[config.mk]
export PLATFORM = sky130hd
export DESIGN_NAME = regfile_mp
export DESIGN_NICKNAME = d
export VERILOG_FILES = /design/src/rtl/regfile_mp.sv
export SDC_FILE = /design/constraint.sdc
export NUM_CORES = 2
export LEC_CHECK = 0
export BUFFER_PORTS_ARGS = -buffer_cell sky130_fd_sc_hd__buf_2
export CORE_ASPECT_RATIO = 0.75
export CORE_MARGIN = 5
export CORE_UTILIZATION = 50
export DETAILED_ROUTE_END_ITERATION = 12
export PLACE_DENSITY_LB_ADDON = 0.1
export SKIP_CTS_REPAIR_TIMING = 1
export SYNTH_ARGS = -nofsm -noshare
export SYNTH_HDL_FRONTEND = slang
export SYNTH_SLANG_ARGS = --single-unit
[constraint.sdc]
create_clock -name clk -period 5.9 [get_ports clk]
set_input_delay 0.59 -clock clk [delete_from_list [all_inputs] [get_ports clk]]
set_output_delay 0.59 -clock clk [all_outputs]
set_load 0.05 [all_outputs]
[src/rtl/regfile_mp.sv]
// regfile_mp: multi-port register file with post-reset clear sequencer and write-to-read bypass; optional busy scoreboard via REGFILE_SCOREBOARD_EN
module regfile_mp #(
  parameter int DW       = 32,
  parameter int DEPTH    = 32,
  parameter int AW       = $clog2(DEPTH),
  parameter int NR       = 2,
  parameter int NW       = 2,
  parameter int ZERO_REG = 1
) (
  input  logic             clk,
  input  logic             rst,
  output logic             init_done,
  input  logic [NW-1:0]    we,
  input  logic [NW*AW-1:0] waddr,
  input  logic [NW*DW-1:0] wdata,
  input  logic [NR-1:0]    re,
  input  logic [NR*AW-1:0] raddr,
  output logic [NR*DW-1:0] rdata
`ifdef REGFILE_SCOREBOARD_EN
  ,
  input  logic             iss_we,
  input  logic [AW-1:0]    iss_addr,
  output logic [NR-1:0]    rbusy
`endif
);
  typedef enum logic {INIT, RUN} state_t;
  state_t state, state_nx;
  logic [AW-1:0] clr_idx;
  logic [DW-1:0] regs [DEPTH];
  logic [NW-1:0] wv;
  logic run;
  always_ff @(posedge clk)
    if (rst) begin
      state     <= INIT;
      clr_idx   <= '0;
      init_done <= 1'b0;
    end else begin
      state     <= state_nx;
      clr_idx   <= state == INIT ? clr_idx + 1'b1 : '0;
      init_done <= state_nx == RUN;
    end
  always_comb begin
    state_nx = (state == INIT && clr_idx == AW'(DEPTH - 1)) ? RUN : state;
    run      = state == RUN && !rst;
    wv       = '0;
    for (int k = 0; k < NW; k++)
      wv[k] = we[k] && run && !(ZERO_REG != 0 && waddr[k*AW +: AW] == '0);
  end
  // Higher-numbered port is written last so it wins a same-address collision
  always_ff @(posedge clk)
    if (!rst && state == INIT) regs[clr_idx] <= '0;
    else
      for (int k = 0; k < NW; k++)
        if (wv[k]) regs[waddr[k*AW +: AW]] <= wdata[k*DW +: DW];
  always_comb begin
    rdata = '0;
    for (int j = 0; j < NR; j++)
      if (run && re[j] && !(ZERO_REG != 0 && raddr[j*AW +: AW] == '0)) begin
        rdata[j*DW +: DW] = regs[raddr[j*AW +: AW]];
        for (int k = 0; k < NW; k++)
          if (wv[k] && waddr[k*AW +: AW] == raddr[j*AW +: AW]) rdata[j*DW +: DW] = wdata[k*DW +: DW];
      end
  end
`ifdef REGFILE_SCOREBOARD_EN
  logic [DEPTH-1:0] busy;
  logic [NR-1:0] hit;
  // Issue set is applied after write clears: a same-cycle issue is newer
  always_ff @(posedge clk)
    if (rst || state != RUN) busy <= '0;
    else begin
      for (int k = 0; k < NW; k++)
        if (wv[k]) busy[waddr[k*AW +: AW]] <= 1'b0;
      if (iss_we && !(ZERO_REG != 0 && iss_addr == '0)) busy[iss_addr] <= 1'b1;
    end
  always_comb begin
    hit   = '0;
    rbusy = '0;
    for (int j = 0; j < NR; j++) begin
      for (int k = 0; k < NW; k++)
        if (wv[k] && waddr[k*AW +: AW] == raddr[j*AW +: AW]) hit[j] = 1'b1;
      rbusy[j] = run && re[j] && busy[raddr[j*AW +: AW]] && !hit[j];
    end
  end
`endif
endmodule

==> run_results.csv <==
group,metric,value,unit
critical_path,arrival,4310,ps
synthesis,synth_top_family_by_area,"multiplexers",
global_route,grt_max_degree,125,
synthesis,synth_area,0.05989,mm^2
critical_path,criticalPathCategory,"reg2out",
floorplan,start_util,0.5013,
synthesis,synth.lib_cells_used.distinct,58,
clocking,cts_buffer_depth,3,
synthesis,yosys-top-cells-area,"edfxtp_1 (51%), mux2i_1 (10%), mux4_2 (9.8%)",
sta,hold_viol_final,0,
detailed_routing,drc,0,
sta,slew_headroom,0.1248,
sta,fin_crit,4903,ps
synthesis,yosysWarnings,0,
floorplan,io_pins,155,
power_and_ir_drop,leakage,23.40,nW
global_route,first_global_vias,43290,
sta,rsz0062_at_grt,"false",
synthesis,synth_top_area_cell,"edfxtp_1",
detailed_routing,postRouteAntennaNets,0,
synthesis,postSynthCellCount,5469,
synthesis,synthSimpleGateAreaFrac,0.09063,
synthesis,async_flop_share,0,
synthesis,synth.avg_cell_area,10.95,um^2
run_status,status,"complete, no violations",
critical_path,cp_data_required_time,5310,ps
placed_design,dp.cells,6692,
final_layout,stdcell_area,0.06534,mm^2
floorplan,dieArea,0.1269,mm^2
synthesis,synth_mux_area_frac,0.2028,
critical_path,crit_path_max_fanout,31,
sta,finalSetupTns,0,ps
floorplan,coreArea,0.1195,mm^2
final_layout,fin_cells,6896,
sta,period_share,0.8310,
clocking,cts_inserted_buffers,107,
sta,timing.fmax,0.2040,GHz
synthesis,synth_top_flop_cell,"edfxtp_1",
final_layout,multi_input_area,0.02673,mm^2
sta,setup_viol,0,
critical_path,end_kind,"primary output",
global_route,antenna_found_initial,16,
synthesis,synth_xor_area_frac,0.003217,
detailed_routing,totalWireLength,226300,um
synthesis,synth_compound_area_frac,0.1376,
global_route,grt_usage,0.3479,
floorplan,die_y,309.7,um
clocking,cts-root-buf,"clkbuf_16",
detailed_routing,num_vias,46800,
synthesis,synthTopCellsByCount,"o21ai_0 (1118), nand2_1 (1094), edfxtp_1 (1024)",
power_and_ir_drop,vdd_drop_max,0.0002398,V
detailed_routing,drtIter0Drc,7076,
global_route,gr-total-overflow,0,
floorplan,rows,110,
power_and_ir_drop,total_power,15.93,mW
job,cap_violations,0,
detailed_routing,viasPerCell,6.787,
clocking,insertion_delay,710,ps
synthesis,synth_top_area_frac,0.5134,
critical_path,rr_worst_depth,7,
synthesis,ys_seq_area_frac,0.5154,
clocking,clock_sinks,1030,
critical_path,worstSetupStartpointType,"flip-flop",
final_layout,regArea,0.03087,mm^2
sta,slew_violations,0,
synthesis,yosysMostFrequentCell,"o21ai_0",
power_and_ir_drop,power_density,243.8,mW/mm^2
placed_design,dpl_cell_area,0.06198,mm^2
placed_design,hpwl,138400,um
hold_path,min_path_cells,2,
synthesis,syn_nets,5561,
final_layout,n_fill_cell,9977,
final_layout,final_nets,5325,
final_layout,syn2layout_area_growth,9.100,%
placed_design,portBuffers,154,
clocking,tritoncts,"built",
placed_design,gp_congestion,0.9237,
clocking,cts.clk_slew.worst_paths,60,ps
synthesis,synthAdderAreaFrac,0.0004178,
synthesis,synth_edf_count,1024,
hold_path,min-delay-path-class,"in2reg",
floorplan,dieWidth,409.6,um
synthesis,yosys_register_bits,1030,
sta,finalClockSkew,16.53,ps
detailed_routing,firstDrtPassIters,9,
final_layout,drive_gt1_frac,0.1559,
clocking,htreeDepth,3,
sta,fin_ws,997.1,ps
sta,worst_slew_pin_slew,1310,ps
global_route,grt_pass1_wl,319400,um
detailed_routing,wl_per_cell,32.82,um
placed_design,dp_slack,1396,ps
## path summary, 6_finish.rpt
path	endpoint	startpoint	slack (ps)
max	rdata[30]	state	1000
min	clr_idx[4]	rst	170
max reg2reg	regs[20][12]	state	1840
min reg2reg	clr_idx[0]	clr_idx[0]	510
## critical path: stages, from the launching register on
cell and delay, ps:
dfxtp_1 310, buf_4 160, nor2b_1 520, o211a_2 460
nand4_4 850, buf_4 520, nor2_1 220, o21ai_1 100
o31a_1 200, buf_2 250
## through the flow
stage               utilization  hold slack, ps
finish                   0.5469           167.4
global placement         0.5188           492.2
CTS                      0.5468           128.3
floorplan                     -           461.1
global route             0.5468           144.8
detailed placement       0.5188           495.8
## report_power, final
| part | switching (mW) | total (mW) | internal (mW) |
|---|---|---|---|
| Sequential | 0.0204 | 7.99 | 7.97 |
| Combinational | 0.787 | 1.20 | 0.413 |
| Clock | 3.04 | 6.74 | 3.69 |
## cells in the final DEF (no fill, tap or decap), types with 4 or more instances in the layout
cell	count
nand2_1	1094
mux4_2	261
nand4bb_4	6
nor2_1	13
xnor2_1	9
buf_4	137
nand4b_1	6
o21ai_1	66
inv_1	34
mux2i_1	625
clkinv_2	25
buf_8	4
nand4_1	4
bufinv_16	8
dfxtp_1	6
buf_2	150
o22ai_1	310
clkbuf_16	108
nor2_4	34
nand3_1	6
nand2b_2	5
nand3b_1	8
edfxtp_1	1024
clkinv_1	31
diode_2	9
nand2_2	11
clkbuf_1	15
o21ai_0	1118
a32oi_1	4
o22ai_4	31
nor3_1	9
nor4_1	63
buf_12	22
xor2_1	13
## routing by layer
layer,part of all wire,up-vias,global-route usage
li1,-,20030,-
met1,0.40,23090,0.4902
met2,0.43,3205,0.5192
met3,0.14,464,0.1115
met4,0.034,10,0.1046
met5,0.00030,-,0.001467
## logic make-up after synthesis
kind of cell | Yosys count
AO/OA/AOI/OAI | 1547
flip-flops | 1030
AND/OR/NAND/NOR | 1287
XOR/XNOR | 22
multiplexers | 887
buffers and inverters | 694
adder cells (fa/ha/maj) | 2
## state kept, by name, summed over array words and instances (netlist names)
register	count
clr_idx	5
regs	1024
state	1
## final cells by class
cell class,count,area share
diodes,9,0.0003447
well taps,1568,0.03003
clock inverters,72,0.008904
clock buffers,123,0.04222
repair buffers,313,0.03489
flip-flops and latches,1030,0.4724
inverters,36,0.002145
multi-input cells,3745,0.4090
Note: power is estimated with default switching activity, not from simulation.
